===== src/rtl/reg_status_table.sv =====
// reg_status_table: Tomasulo register status (Qi) table.
// Each architectural register records whether a reservation station will
// produce it, and which tag that station carries. Entries clear when the
// CDB mux broadcasts a matching tag; two read ports give the issue stage
// a same-cycle view with CDB bypass.
// Optional build macro: RST_BUSY_CNT_EN adds an exact busy-entry counter
// on busy_count; without it busy_count is tied to zero.

// One table entry: busy bit plus producer tag.
module reg_status_entry #(
  parameter int TAG_W = 5
) (
  input  logic             clk,
  input  logic             rst_n,
  input  logic             flush,
  input  logic             issue_hit,
  input  logic [TAG_W-1:0] issue_tag,
  input  logic             clr_hit,
  output logic             busy,
  output logic [TAG_W-1:0] tag
);

  // Flush beats everything; a same-edge issue beats the CDB clear so the
  // new producer is never lost to a stale broadcast.
  always_ff @(posedge clk or negedge rst_n) begin
    if (!rst_n) begin
      busy <= 1'b0;
      tag  <= '0;
    end else if (flush) begin
      busy <= 1'b0;
      tag  <= '0;
    end else if (issue_hit) begin
      busy <= 1'b1;
      tag  <= issue_tag;
    end else if (clr_hit) begin
      busy <= 1'b0;
      tag  <= '0;
    end
  end

endmodule

module reg_status_table #(
  parameter int NUM_REGS = 32,
  parameter int ADDR_W   = 5,
  parameter int TAG_W    = 5
) (
  input  logic              clk,
  input  logic              rst_n,
  input  logic              cdb_enable,
  input  logic [TAG_W-1:0]  cdb_tag,
  input  logic              issue_valid,
  input  logic [ADDR_W-1:0] issue_dest,
  input  logic [TAG_W-1:0]  issue_tag,
  input  logic              flush,
  input  logic [ADDR_W-1:0] rd_addr_a,
  output logic              rd_busy_a,
  output logic [TAG_W-1:0]  rd_tag_a,
  input  logic [ADDR_W-1:0] rd_addr_b,
  output logic              rd_busy_b,
  output logic [TAG_W-1:0]  rd_tag_b,
  output logic              cdb_event,
  output logic [ADDR_W:0]   busy_count
);

  typedef struct packed {
    logic             busy;
    logic [TAG_W-1:0] tag;
  } rd_rsp_t;

  logic                           cdb_enable_q;
  logic [TAG_W-1:0]               cdb_tag_q;
  logic                           bcast;
  logic [NUM_REGS-1:0]            busy_vec;
  logic [NUM_REGS-1:0]            hit_vec;
  logic [NUM_REGS-1:0]            live_vec;
  logic [NUM_REGS-1:0]            issue_sel;
  logic [NUM_REGS-1:0][TAG_W-1:0] tag_vec;
  rd_rsp_t                        rsp_a;
  rd_rsp_t                        rsp_b;

  // The mux holds out_enable across cycles: only a rising enable or a new
  // tag under a held enable counts as a broadcast.
  assign bcast = cdb_enable & (~cdb_enable_q | (cdb_tag != cdb_tag_q));

  // Previous-cycle CDB samples and the monitor pulse; these keep sampling
  // through a flush so edge detection stays coherent.
  always_ff @(posedge clk or negedge rst_n) begin
    if (!rst_n) begin
      cdb_enable_q <= 1'b0;
      cdb_tag_q    <= '0;
      cdb_event    <= 1'b0;
    end else begin
      cdb_enable_q <= cdb_enable;
      cdb_tag_q    <= cdb_tag;
      cdb_event    <= bcast;
    end
  end

  // Per-register entries. Register 0 never accepts an issue, so it stays
  // idle; destinations past NUM_REGS match no entry and are dropped.
  for (genvar i = 0; i < NUM_REGS; i++) begin : g_ent
    if (i == 0) begin : g_zero
      assign issue_sel[i] = 1'b0;
    end else begin : g_nz
      assign issue_sel[i] = issue_valid & (issue_dest == ADDR_W'(i));
    end

    assign hit_vec[i]  = bcast & busy_vec[i] & (tag_vec[i] == cdb_tag);
    assign live_vec[i] = busy_vec[i] & ~hit_vec[i];

    reg_status_entry #(.TAG_W(TAG_W)) u_ent (
      .clk       (clk),
      .rst_n     (rst_n),
      .flush     (flush),
      .issue_hit (issue_sel[i]),
      .issue_tag (issue_tag),
      .clr_hit   (hit_vec[i]),
      .busy      (busy_vec[i]),
      .tag       (tag_vec[i])
    );
  end

  // Read lookup over the bypassed view; unmatched addresses read idle.
  function automatic rd_rsp_t lookup(
    input logic [ADDR_W-1:0]            addr,
    input logic [NUM_REGS-1:0]          live,
    input logic [NUM_REGS-1:0][TAG_W-1:0] tags
  );
    rd_rsp_t r;
    r = '0;
    for (int i = 0; i < NUM_REGS; i++) begin
      if (addr == ADDR_W'(i) && live[i]) begin
        r.busy = 1'b1;
        r.tag  = tags[i];
      end
    end
    return r;
  endfunction

  // Both read ports see pre-edge state with the current broadcast removed.
  always_comb begin
    rsp_a = lookup(rd_addr_a, live_vec, tag_vec);
    rsp_b = lookup(rd_addr_b, live_vec, tag_vec);
  end

  assign rd_busy_a = rsp_a.busy;
  assign rd_tag_a  = rsp_a.tag;
  assign rd_busy_b = rsp_b.busy;
  assign rd_tag_b  = rsp_b.tag;

`ifdef RST_BUSY_CNT_EN
  logic          cnt_inc;
  logic [ADDR_W:0] cnt_dec;
  logic [ADDR_W:0] cnt_q;

  // An issue adds one only if its entry is idle or is being cleared this
  // edge; every matched clear removes one.
  always_comb begin
    cnt_inc = |(issue_sel & (~busy_vec | hit_vec));
    cnt_dec = '0;
    for (int i = 0; i < NUM_REGS; i++) begin
      cnt_dec = cnt_dec + (ADDR_W+1)'(hit_vec[i]);
    end
  end

  // Incremental busy-entry count, zeroed with the table on flush.
  always_ff @(posedge clk or negedge rst_n) begin
    if (!rst_n) begin
      cnt_q <= '0;
    end else if (flush) begin
      cnt_q <= '0;
    end else begin
      cnt_q <= cnt_q + (ADDR_W+1)'(cnt_inc) - cnt_dec;
    end
  end

  assign busy_count = cnt_q;
`else
  assign busy_count = '0;
`endif

endmodule


===== config.mk =====
export PLATFORM = sky130hd
export DESIGN_NAME = reg_status_table
export DESIGN_NICKNAME = d
export VERILOG_FILES = /design/src/rtl/reg_status_table.sv
export SDC_FILE = /design/constraint.sdc
export NUM_CORES = 1
export LEC_CHECK = 0
export ABC_AREA = 1
export CAP_MARGIN = 20
export CORE_UTILIZATION = 53
export CTS_BUF_LIST = sky130_fd_sc_hd__clkbuf_4
export DETAILED_ROUTE_END_ITERATION = 16
export PLACE_DENSITY = 0.73
export SLEW_MARGIN = 40
export SYNTH_ARGS = -nofsm -noshare
export SYNTH_HDL_FRONTEND = slang
export SYNTH_HIERARCHICAL = 1
export SYNTH_SLANG_ARGS = --single-unit

===== constraint.sdc =====
create_clock -name clk -period 2.8 [get_ports clk]
set_input_delay 0.42 -clock clk [delete_from_list [all_inputs] [get_ports clk]]
set_output_delay 0.42 -clock clk [all_outputs]
set_load 0.01 [all_outputs]

==> results of run 1 <==
state kept, by name (all words and copies together), names as in the netlist:
name              cells
cdb_tag_q             5
cdb_event             1
g_ent.u_ent/tag     160
g_ent.u_ent/busy     32
cdb_enable_q          1
per-stage QoR:
step / utilization [%] / hold WS (ns) / cells
2_1_floorplan: - / 0.124 / 2204
3_3_place_gp: 72.5 / 0.415 / 3055
3_5_place_dp: 72.5 / 0.423 / 3055
4_1_cts: 77.1 / 0.0228 / 3139
5_1_grt: 78.9 / 0.00319 / 3149
6_report: 78.9 / 0.0469 / 3149
worst paths after layout:
check	cells past startpoint	slack, ns	start	to
min in group asynchronous	2	0.27	rst_n	cdb_tag_q[4]$_DFF_PN0_
worst min-delay path	2	0.05	cdb_tag[2]	cdb_tag_q[2]$_DFF_PN0_
worst min register to register	2	0.51	g_ent[31].u_ent/busy$_DFFE_PN0P_	g_ent[31].u_ent/busy$_DFFE_PN0P_
max in group asynchronous	3	1.68	rst_n	g_ent[19].u_ent/tag[0]$_DFFE_PN0P_
worst max register to register	20	0.14	cdb_tag_q[2]$_DFF_PN0_	g_ent[1].u_ent/tag[4]$_DFFE_PN0P_
worst max-delay path	24	-1.37	cdb_tag_q[4]$_DFF_PN0_	rd_tag_b[3]
cell type report:
type / count / area share, %
inverter: 280 / 5.21
antenna: 1 / 0.0120
tap: 335 / 2.01
sequential: 199 / 23.9
clock buffer: 17 / 0.613
timing repair buffer: 621 / 24.1
multi-input combinational: 1682 / 43.4
clock inverter: 14 / 0.674
placed cells by master (no fill, tap or decap), drive strengths merged, types with 5 or more instances in the layout:
cell type / netlist / layout
nand3: 214 / 214
o221a: 10 / 10
conb: 1 / 7
buf: 35 / 596
a211oi: 8 / 8
nor3: 43 / 43
o21ai: 82 / 82
nand2: 799 / 799
dfrtp: 199 / 199
clkinv: 2 / 7
a221oi: 36 / 36
clkbuf: 8 / 19
nor2: 232 / 232
xor2: 41 / 41
nand4: 56 / 56
xnor2: 12 / 12
nor4: 15 / 15
a21oi: 70 / 70
o22ai: 22 / 22
clkdlybuf4s50: 0 / 18
or2: 13 / 13
inv: 278 / 285
o2111ai: 5 / 5
o2111a: 5 / 5
repair_timing:
item / in CTS / in global routing
pin swaps: 88 / 104
endpoints found under the hold margin: 57 / 0
cloned: 0 / 0
resized for setup: 199 / 118
buffers inserted: 54 / 25
endpoints found under the setup margin: 12 / 18
hold buffers: 2 / 0
per-layer routing:
metal / vias up / wire length (um) / global-route usage (%)
li1: 8351 / - / -
met1: 8696 / 25000 / 60.8
met2: 1421 / 28100 / 71.3
met3: 338 / 8590 / 12.5
met4: 2 / 3930 / 24.6
met5: - / 13 / 0
logic make-up after synthesis:
logic type             share of synthesized area [%]
flip-flops                                      34.6
AO/OA/AOI/OAI                                   11.0
XOR/XNOR                                        3.22
buffers and inverters                           9.29
other                                         0.0260
AND/OR/NAND/NOR                                 41.9
power groups by stage:
stage / sequential (mW) / clock [mW] / combinational, mW
floorplan: 2.98 / 0 / 0.378
global placement: 2.98 / 0 / 0.894
detailed placement: 2.98 / 0 / 0.912
CTS: 2.93 / 1.59 / 0.962
global route: 2.94 / 1.70 / 1.07
finish: 2.93 / 1.60 / 1.03
==> impl_metrics.ini, run 1 <==
[yosys]
synth_edf_count = 0
synth_cell_types = 48
ys_seq_area_share_pct = 34.6
synth_top_area_cell = dfrtp_1
ys.flop_type = dfrtp_1
synth_area_leaders = dfrtp_1 (35%), nand2_1 (21%), nand3_1 (7.3%), inv_1 (5.8%), nor2_1 (4.2%)
synth_top_area_share_pct = 34.6
ys_ff_latch = 199
synthArstFlopShare_pct = 100
synth_most_common_cell = nand2_1
syn-cell-area_um2 = 14400
avgSynthCellArea_um2 = 6.55
yosys-top-cells-count = nand2_1 (797), inv_1 (224), nand3_1 (211), dfrtp_1 (199), nor2_1 (163)
syn_inst = 2198
yosys_warnings = 6

[die]
die_w_um = 167
initial_core_util_pct = 54.7
row_count = 59
ios = 49
die_area_um2 = 27800
coreArea_um2 = 26400
die_h_um = 167

[worst_setup_path]
path_buf_inv = 8
crit_required_ns = 2.38
crit_slowest_cell = dfrtp_1
start_kind = register
path_cells = inv_1 -> nand2_1 -> nand2_2 -> nor2_4 -> nand3_4 -> nand2_8 -> buf_12 -> buf_12 -> buf_8 -> a2111oi_4 -> nor2_4 -> nand3_4 -> buf_4 -> buf_4 -> inv_1 -> a221oi_2 -> nand2_2 -> nand2_1 -> nand2_1 -> nand2_1 -> nand2_1 -> nand2_1 -> nand2_1 -> buf_2
worstSetupPathType = reg2out
worstSetupEndpointType = output pin
crit_fanout = 6
critical-path-max-stage-delay_ns = 0.42
crit_family = simple AND/OR/NAND/NOR gates
crit_top_cell = nand2_1
worstPathArrival_ns = 3.75

[clock_tree]
cts-buffers-inserted = 17
clock_sinks = 199
htreeDepth = 4
clkTransAtPathRegs_ns = 0.19
clk_path_buf_depth = 2
cts-root-buf = clkbuf_4
cts_tree = built
clk_latency_ns = 0.68

[sta]
rsz0062_at_grt = yes
setup_viol = 12
slew_headroom_pct = 55.4
hold_viol = 0
fmaxAchievable_mhz = 240
fin_crit_sh_pct = 149
tightest_slew_ns = 0.669
tns_ns = -15.10
drv_slew = 0
fin_ws_ns = -1.37
layout_min_cycle_time_ns = 4.17
final.setup_skew_ns = 0.0532

[place]
port_buffers = 42
place_area_um2 = 19100
place_ws_ns = -1.86
finalWeightedCongestion = 1.12
post-dp-hpwl_um = 48600

[final_layout]
multi_input_area_um2 = 9030
layout-drive-gt1-share_pct = 34.9
fillerInstances = 1911
seq_area_um2 = 4980
final_area_um2 = 20800
area_growth_pct = 44.4
nets = 2831

[route]
drtIter0Drc = 2724
ant_nets = 0
drtPass1Iterations = 7
drc = 0
vias = 18800
viasPerCell = 5.97
routedWlPerCell_um = 20.8
wirelength_um = 65600

[global_routing]
grt_pass1_wl_um = 99600
grt_overflow = 0
grt_pass1_vias = 18100
antenna_found_initial = 3
grt_start_max_net_pins = 79
track_usage_pct = 46.8

[run]
cap_violations = 0

[power]
internal_power_mw = 3.73
p_switching_mw = 1.83
p_leak_nw = 10.8
share_comb_of_total_power_pct = 18.5
netSwitchingFraction_pct = 32.9
clkPwrFrac_pct = 28.8
vdd_drop_max_mv = 0.399
finalPower_mw = 5.56
power_frac_seq_pct = 52.8
p_per_area_nw_per_um2 = 267

[outcome]
failed_checks = negative setup slack
status = finished with violations

[hold_path]
hold_class = in2reg
(Power assumes the default switching activity.)
==> inputs of run 2 (changes only) <==
--- a/config.mk
+++ b/config.mk
@@ -7,11 +7,9 @@
 export LEC_CHECK = 0
 export ABC_AREA = 1
 export CAP_MARGIN = 20
-export CORE_UTILIZATION = 53
+export CORE_UTILIZATION = 45
 export CTS_BUF_LIST = sky130_fd_sc_hd__clkbuf_4
 export DETAILED_ROUTE_END_ITERATION = 16
-export PLACE_DENSITY = 0.73
-export SLEW_MARGIN = 40
 export SYNTH_ARGS = -nofsm -noshare
 export SYNTH_HDL_FRONTEND = slang
 export SYNTH_HIERARCHICAL = 1
==> impl_metrics.ini, run 2 (synthesis gave the netlist of run 1 again) <==
[outcome]
status = finished with violations
failed_checks = negative setup slack

[worst_setup_path]
start_kind = register
crit_top_cell = nand2_2
crit_fanout = 5
worstSetupEndpointType = output pin
worstPathArrival_ns = 3.83
ff2ff_path_depth = 19
r2r_start = cdb_tag_q[2]$_DFF_PN0_
crit_required_ns = 2.38
crit_slowest_cell = dfrtp_1
r2r-end = g_ent[14].u_ent/tag[1]$_DFFE_PN0P_
worstSetupPathType = reg2out
reg2reg_slack_ns = 0.31
critical-path-max-stage-delay_ns = 0.40

[die]
row_count = 65
ios = 49
coreArea_um2 = 31600
initial_core_util_pct = 45.7
die_w_um = 181
die_area_um2 = 32700
die_h_um = 181

[run]
cap_violations = 0

[final_layout]
largest-register = g_ent.u_ent/tag
final_common_cell = nand2_1
largestRegisters = g_ent.u_ent/tag: 160 flops, g_ent.u_ent/busy: 32 flops, cdb_tag_q: 5 flops
layout-drive-gt1-share_pct = 33.5
fillerInstances = 2966
fin_cells = 3192
area_growth_pct = 42.3
nets = 2808
mostFrequentLayoutCells = nand2_1 (741), buf_4 (522), inv_1 (205)
largest_reg_flops = 160

[route]
drtPass1Iterations = 6
ant_nets = 0
drtIter0Drc = 2050
viasPerCell = 5.60
routedWlPerCell_um = 20.4
wirelength_um = 65000
vias = 17900
drc = 0

[sta]
drv_slew = 0
fmaxAchievable_mhz = 235
fin_crit_sh_pct = 152
tightest_slew_ns = 1.07
setup_viol = 12
fin_ws_ns = -1.45
slew_headroom_pct = 28.4
rsz0062_at_grt = yes
layout_min_cycle_time_ns = 4.25
holdWs_ns = 0.134
final.setup_skew_ns = 0.0299
hold_viol = 0

[place]
finalWeightedCongestion = 1.03
post-dp-hpwl_um = 49900
place_ws_ns = -1.92
port_buffers = 42
dp.cells = 3114

[global_routing]
antenna_found_initial = 1
track_usage_pct = 40.4
grt_pass1_wl_um = 100000
grt_overflow = 0
grt_start_max_net_pins = 97
grt_pass1_vias = 17500

[clock_tree]
clk_path_buf_depth = 2
clock_sinks = 199
clkTransAtPathRegs_ns = 0.14
htreeDepth = 4
cts-root-buf = clkbuf_4
cts-buffers-inserted = 17
cts_tree = built
clk_latency_ns = 0.69

[power]
p_leak_nw = 10.6
p_per_area_nw_per_um2 = 273
vdd_drop_max_mv = 0.359

[hold_path]
whs_path_depth = 2
min_delay_worst_endpoint = cdb_tag_q[2]$_DFF_PN0_
worstHoldStart = cdb_tag[2]
hold_class = in2reg
-- run 2: worst max-delay path by stage --
stage / slack [ns] / endpoint / startpoint
floorplan: -0.1 / rd_tag_a[2] / cdb_tag[2]
global placement: -1.98 / rd_tag_b[3] / cdb_tag[3]
detailed placement: -1.92 / rd_tag_b[3] / cdb_tag[3]
CTS: -1.41 / rd_tag_a[4] / g_ent[0].u_ent/tag[0]$_DFFE_PN0P_
global route: -1.63 / rd_tag_a[4] / cdb_tag_q[2]$_DFF_PN0_
finish: -1.45 / rd_tag_b[3] / cdb_tag_q[2]$_DFF_PN0_
-- run 2: layout make-up --
| cell class | instances | area, um^2 | share of cell area, % |
|---|---|---|---|
| antenna | 1 | 2.50 | 0.0122 |
| clock buffer | 18 | 135 | 0.659 |
| clock inverter | 12 | 154 | 0.751 |
| inverter | 280 | 1070 | 5.24 |
| multi-input combinational | 1682 | 8900 | 43.4 |
| sequential | 199 | 4980 | 24.3 |
| tap | 402 | 503 | 2.45 |
| timing repair buffer | 597 | 4730 | 23.1 |
| timing repair inverter | 1 | 8.76 | 0.0427 |
-- run 2: power breakdown --
group / leakage [nW] / switching, mW / internal (mW)
logic: 7.71 / 0.651 / 0.333
clock network: 0.153 / 1.05 / 0.620
registers: 2.75 / 0.0253 / 2.91
-- run 2: stage by stage --
step | setup TNS, ns | utilization (%) | power, mW | cell area, um^2
detailed placement | -19.93 | 60.4 | 3.89 | 19100
global placement | -19.79 | 60.4 | 3.88 | 19100
CTS | -22.14 | 64.0 | 5.58 | 20200
floorplan | -0.410 | - | 3.36 | 14600
finish | -15.44 | 65.0 | 5.59 | 20500
global route | -17.81 | 65.0 | 5.78 | 20500
-- run 2: layer usage --
| layer | vias to the layer above | part of all wire [%] | track usage [%] |
|---|---|---|---|
| met5 | - | 0 | 0 |
| met4 | 0 | 4.8 | 20.2 |
| met1 | 8503 | 42 | 52.7 |
| li1 | 8303 | - | - |
| met2 | 895 | 45 | 64.9 |
| met3 | 180 | 8.1 | 6.69 |
-- run 2: timing repair --
action                                  4_1_cts  5_1_grt
resized for setup                           196       83
pin swaps                                    61       69
hold buffers                                  2        0
setup buffers                                43       20
cloned                                        0        1
endpoints found under the setup margin       12       18
hold endpoints to repair                     68        0
-- run 2: worst max-delay path, delay by kind of cell, from the launching register on --
kind | cells | cell delay (ns)
compound gates | 4 | 0.45
simple gates | 17 | 1.76
buf+inv | 7 | 0.56
flops | 1 | 0.40
==> RTL change 1 (flow settings as in run 1) <==
Put a register stage on the outputs `rd_busy_a`, `rd_tag_a`, `rd_busy_b` and `rd_tag_b`, without a reset. The values now appear one clock later. The other outputs are not delayed to match.
--- a/src/rtl/reg_status_table.sv
+++ b/src/rtl/reg_status_table.sv
@@ -145,8 +145,10 @@
   end
 
-  assign rd_busy_a = rsp_a.busy;
-  assign rd_tag_a  = rsp_a.tag;
-  assign rd_busy_b = rsp_b.busy;
-  assign rd_tag_b  = rsp_b.tag;
+  always_ff @(posedge clk) begin
+    rd_busy_a <= rsp_a.busy;
+    rd_tag_a  <= rsp_a.tag;
+    rd_busy_b <= rsp_b.busy;
+    rd_tag_b  <= rsp_b.tag;
+  end
 
 `ifdef RST_BUSY_CNT_EN
Function: changed (Yosys sat finds a counterexample within 4 cycles, from zero or initial values and one cycle with rst_n low).
==> RTL change 1 against run 1 <==
Fmax rose by 33%. Synthesized cell count rose by 1.7%. The flow still finishes with violations (negative setup slack). Combinational power fell by 12%. Sequential cell count rose by 12. Count of clock-buffer cells in the layout rose by 68. Area after synthesis rose by 1.9%. Total power rose by 22%. Worst setup slack improved by 1.0 ns. Utilization fell by 7.0 points. Final area fell by 6.5%. Routed wire length fell by 9.0%.
==> RTL change 1: results (changes against run 1) <==
number of buffers created by CTS - 55 (+38)
IR Drop Worst-Case VDD - 0.0003553 V (-11%)
leakage power - 9.888 nW (-8.7%)
switching component of the power - 1.958 mW (+7.0%)
Setup Buffers After CTS - 17 (-69%)
final worst-path setup slack - -0.3341 ns (+1.033 ns)
endpoint of the worst hold path - cdb_tag_q[3]
total routed wirelength - 59.67 mm (-9.0%)
proportion of synthesized flip-flops having asynchronous set or reset - 94.31% (-5.7 points)
# placed instances - 2,898 (-5.1%)
Clock power frac - 40.8% (+12 points)
status - complete, but fails checks
Critical Path Fanout Max - 4 (-2)
met3 WL - 6.862 mm (-20%)
RePlAce Congestion - 1.068 (-4.7%)
post-synthesis compound-gate area fraction - 9.380% (-1.7 points)
HPWL reported at the end of detailed placement - 44.79 mm (-7.9%)
cell depth of the worst flop-to-flop path - 25 (+25%)
vias in the first global route - 16,780 (-7.3%)
non-clock buffer count in the final layout - 402 (-35%)
total number of multi-input combinational cells - 1,710 (+1.7%)
layout cells sized above 1 - 27.22% (-7.7 points)
met2 track demand over resource - 65.27% (-6.0 points)
violations in the final reports - negative setup slack
routed length on met1 - 23.49 mm (-5.9%)
Total Nets Final - 2,688 (-5.1%)
Longest Clk Path Bufs - 3 (+1)
Unique masters post-synth - 50 (+4.2%)
registers with the most flip-flops - g_ent.u_ent/tag: 160 flops, g_ent.u_ent/busy: 32 flops
final sequential cell count - 211 (+6.0%)
source of the worst register-to-register timing path - g_ent[2].u_ent/tag[2]
relative slew slack - 54.36% (-1.1 points)
clk_lat worst skew - 0.74 ns (+0.06 ns)
worst hold slack - 0.08585 ns (+0.03893 ns)
post-synthesis average cell area - 6.562 um^2 (+0.13%)
share of total power consumed by net switching - 28.79% (-4.1 points)
power in sequential cells - 3.11 mW (+6%)
invs w/o clock - 278 (-0.71%)
Filler cells - 2,375 (+24%)
clock network share of area - 3.565% (+2.3 points)
number of antenna violations at the first check in global routing - 1 (-2)
met2 layer wire length in the routed design - 26.43 mm (-5.8%)
sequential element share of the synthesized area - 35.58% (+1.0 points)
Finish-stage setup viols - 10 (-2)
clock edge transition at the registers on the reported setup and hold paths - 0.07 ns (-0.12 ns)
Synth Area in XOR/XNOR - 3.581% (+0.36 points)
## RTL change 1: changes by cell type in the layout (fill, tap and decap cells not counted), sizes merged, moves of 9 or more
cell	delta
buf	-233
inv	-9
a221oi	-12
o22ai	+10
clkdlybuf4s50	+17
nand4	+9
clkbuf	+67
dfxtp	+12
a21oi	-10
nor2	+23
## RTL change 1: metrics by stage
stage          area, um^2  setup WS [ns]  setup TNS [ns]
6_report            19440        -0.3341          -2.162
3_3_place_gp        17750         -1.057          -9.598
2_1_floorplan       14700         0.1745               0
4_1_cts             18770        -0.2293         -0.9991
3_5_place_dp        17750         -1.101          -10.93
5_1_grt             19440        -0.5445          -4.064
## RTL change 1: kinds of logic after synthesis
family                    after synthesis
other                                   1
xor gates and xnor gates               60
AOI/OAI and AO/OA                     224
DFF                                   211
buffers and inverters                 321
and+or+nand+nor                      1419
==> RTL change 2 (flow settings as in run 1) <==
Made on the original files. `ADDR_W`: 5 -> 4.
--- a/src/rtl/reg_status_table.sv
+++ b/src/rtl/reg_status_table.sv
@@ -43,5 +43,5 @@
 module reg_status_table #(
   parameter int NUM_REGS = 32,
-  parameter int ADDR_W   = 5,
+  parameter int ADDR_W   = 4,
   parameter int TAG_W    = 5
 ) (
Ports: changed (resized busy_count, issue_dest, rd_addr_a and rd_addr_b); port bits go from 49 to 45. No check against the original RTL was run, so the function may have changed too.
==> RTL change 2 against run 1 <==
The run ends with design-rule violations, negative setup slack left. Final area is 1.7% lower. Worst setup slack worse by 0.024 ns. Total power is 4.0% higher. Routed wire length is 3.1% lower. Via count is 3.1% lower. Global-route usage is 1.5 points lower. Clock skew is 0.017 ns lower. Sequential cell count stayed put. Critical path depth is 7 higher. Fmax is 0.58% lower. Area after synthesis is 0.44% lower. Critical path type unchanged.
==> RTL change 2: results (changes against run 1) <==
Longest Clk Path Bufs - 2 (unchanged)
Post-Route Setup TNS - -14.93 ns (+0.1723 ns)
clk_lat worst skew - 0.66 ns (-0.02 ns)
DRC marker count from the first detailed-route iteration - 2,236 (-18%)
Finish-stage setup viols - 12 (unchanged)
met3 WL - 7.803 mm (-9.2%)
Gate Count Post-Synth - 2,163 (-1.6%)
RePlAce Congestion - 1.045 (-6.8%)
Clock Buffer Count - 18 (+1)
DRC viols - 3 (+3)
Critical Path Fanout Max - 5 (-1)
clock edge transition at the registers on the reported setup and hold paths - 0.21 ns (+0.02 ns)
multi-input combinational cell area - 9151 um^2 (+1.3%)
violations in the final reports - design-rule violations, negative setup slack
count of port buffers added during placement - 39 (-7.1%)
# placed instances - 2,998 (-1.9%)
IR Drop Worst-Case VDD - 0.0003059 V (-23%)
Post-Place Worst Slack - -1.827 ns (+0.02885 ns)
Power Clock - 1.70 mW (+6%)
biggest cell delay along the critical path - 0.40 ns (-0.02 ns)
clock network share of area - 1.444% (+0.16 points)
topmost layer with routed signal wires - met4
number of antenna violations at the first check in global routing - 1 (-2)
largest cells by area after synthesis - sky130_fd_sc_hd__dfrtp_1 (35%), sky130_fd_sc_hd__nand2_1 (21%), sky130_fd_sc_hd__nand3_1 (7.6%)
Critical path destination - rd_tag_a[0]
non-clock buffer count in the final layout - 572 (-7.9%)
wire length of the first global-routing pass - 95.88 mm (-3.7%)
vias in the first global route - 17,260 (-4.7%)
reg2reg setup slack - 0.15 ns
Total Nets Final - 2,754 (-2.7%)
largest net degree at the start of global routing - 65 (-18%)
routed length on met1 - 24.41 mm (-2.2%)
invs w/o clock - 257 (-8.2%)
total internal power - 3.882 mW (+4.1%)
number of vias per cell - 5.925 (-0.81%)
Die Outline Area - 27,720 um^2 (-0.44%)
met2 track demand over resource - 69.69% (-1.6 points)
Initial DRT Pass Iterations - 12 (+5)
met2 layer wire length in the routed design - 27.59 mm (-1.7%)
CP Data Arrival Time - 3.77 ns (+0.02 ns)
met1 routing resource usage after global routing - 59.48% (-1.3 points)
launch point of the critical path - cdb_tag_q[1]
final worst clock skew - 0.03612 ns (-0.01709 ns)
Unique masters post-synth - 53 (+10%)
worst hold slack - 0.2574 ns (+0.2105 ns)
commonest cells in the netlist - sky130_fd_sc_hd__nand2_1 (795), sky130_fd_sc_hd__nand3_1 (218), sky130_fd_sc_hd__dfrtp_1 (199)
met3 demand-to-capacity share in global routing - 10.50% (-2.0 points)
depth of the worst hold-timing path - 3 (+1)
final core utilization - 77.81% (-1.1 points)
relative slew slack - 44.43% (-11 points)
endpoint of the worst hold path - g_ent[15].u_ent/tag[3]
layout cells sized above 1 - 34.71% (-0.17 points)
status - complete, but fails checks
HPWL reported at the end of detailed placement - 46.30 mm (-4.8%)
Routed wire per std cell - 20.66 um (-0.77%)
hold wc startpoint - issue_tag[3]
footprint of the flip-flops and latches - 4981 um^2 (about the same)
area share of buffers outside the clock network - 22.44% (-1.7 points)
final worst-path setup slack - -1.392 ns (-0.02411 ns)
leakage power - 10.65 nW (-1.7%)
## RTL change 2: critical path, delay by kind of cell (launching register included)
kind                   cells  cell delay (ns)
flip-flops                 1             0.40
buffers and inverters      4             0.51
AND/OR/NAND/NOR           26             2.18
AO/OA/AOI/OAI              1             0.03
## RTL change 2: repair_timing
| item | 4_1_cts | 5_1_grt |
|---|---|---|
| buffers inserted | 43 | 17 |
| gates cloned | 1 | 0 |
| hold buffers | 4 | 0 |
| hold endpoints to repair | 52 | 0 |
| endpoints found under the setup margin | 12 | 18 |
| pin swaps | 56 | 88 |
| resized for setup | 191 | 105 |
## RTL change 2: cell families (layout without fill, tap and decap cells)
logic type,Yosys count,in the layout,share of synthesized area (%)
AOI/OAI and AO/OA,272,272,12.16
xor gates and xnor gates,69,69,4.214
buffers and inverters,289,861,8.349
DFF,199,199,34.72
other,1,7,0.02615
and+or+nand+nor,1333,1333,40.53
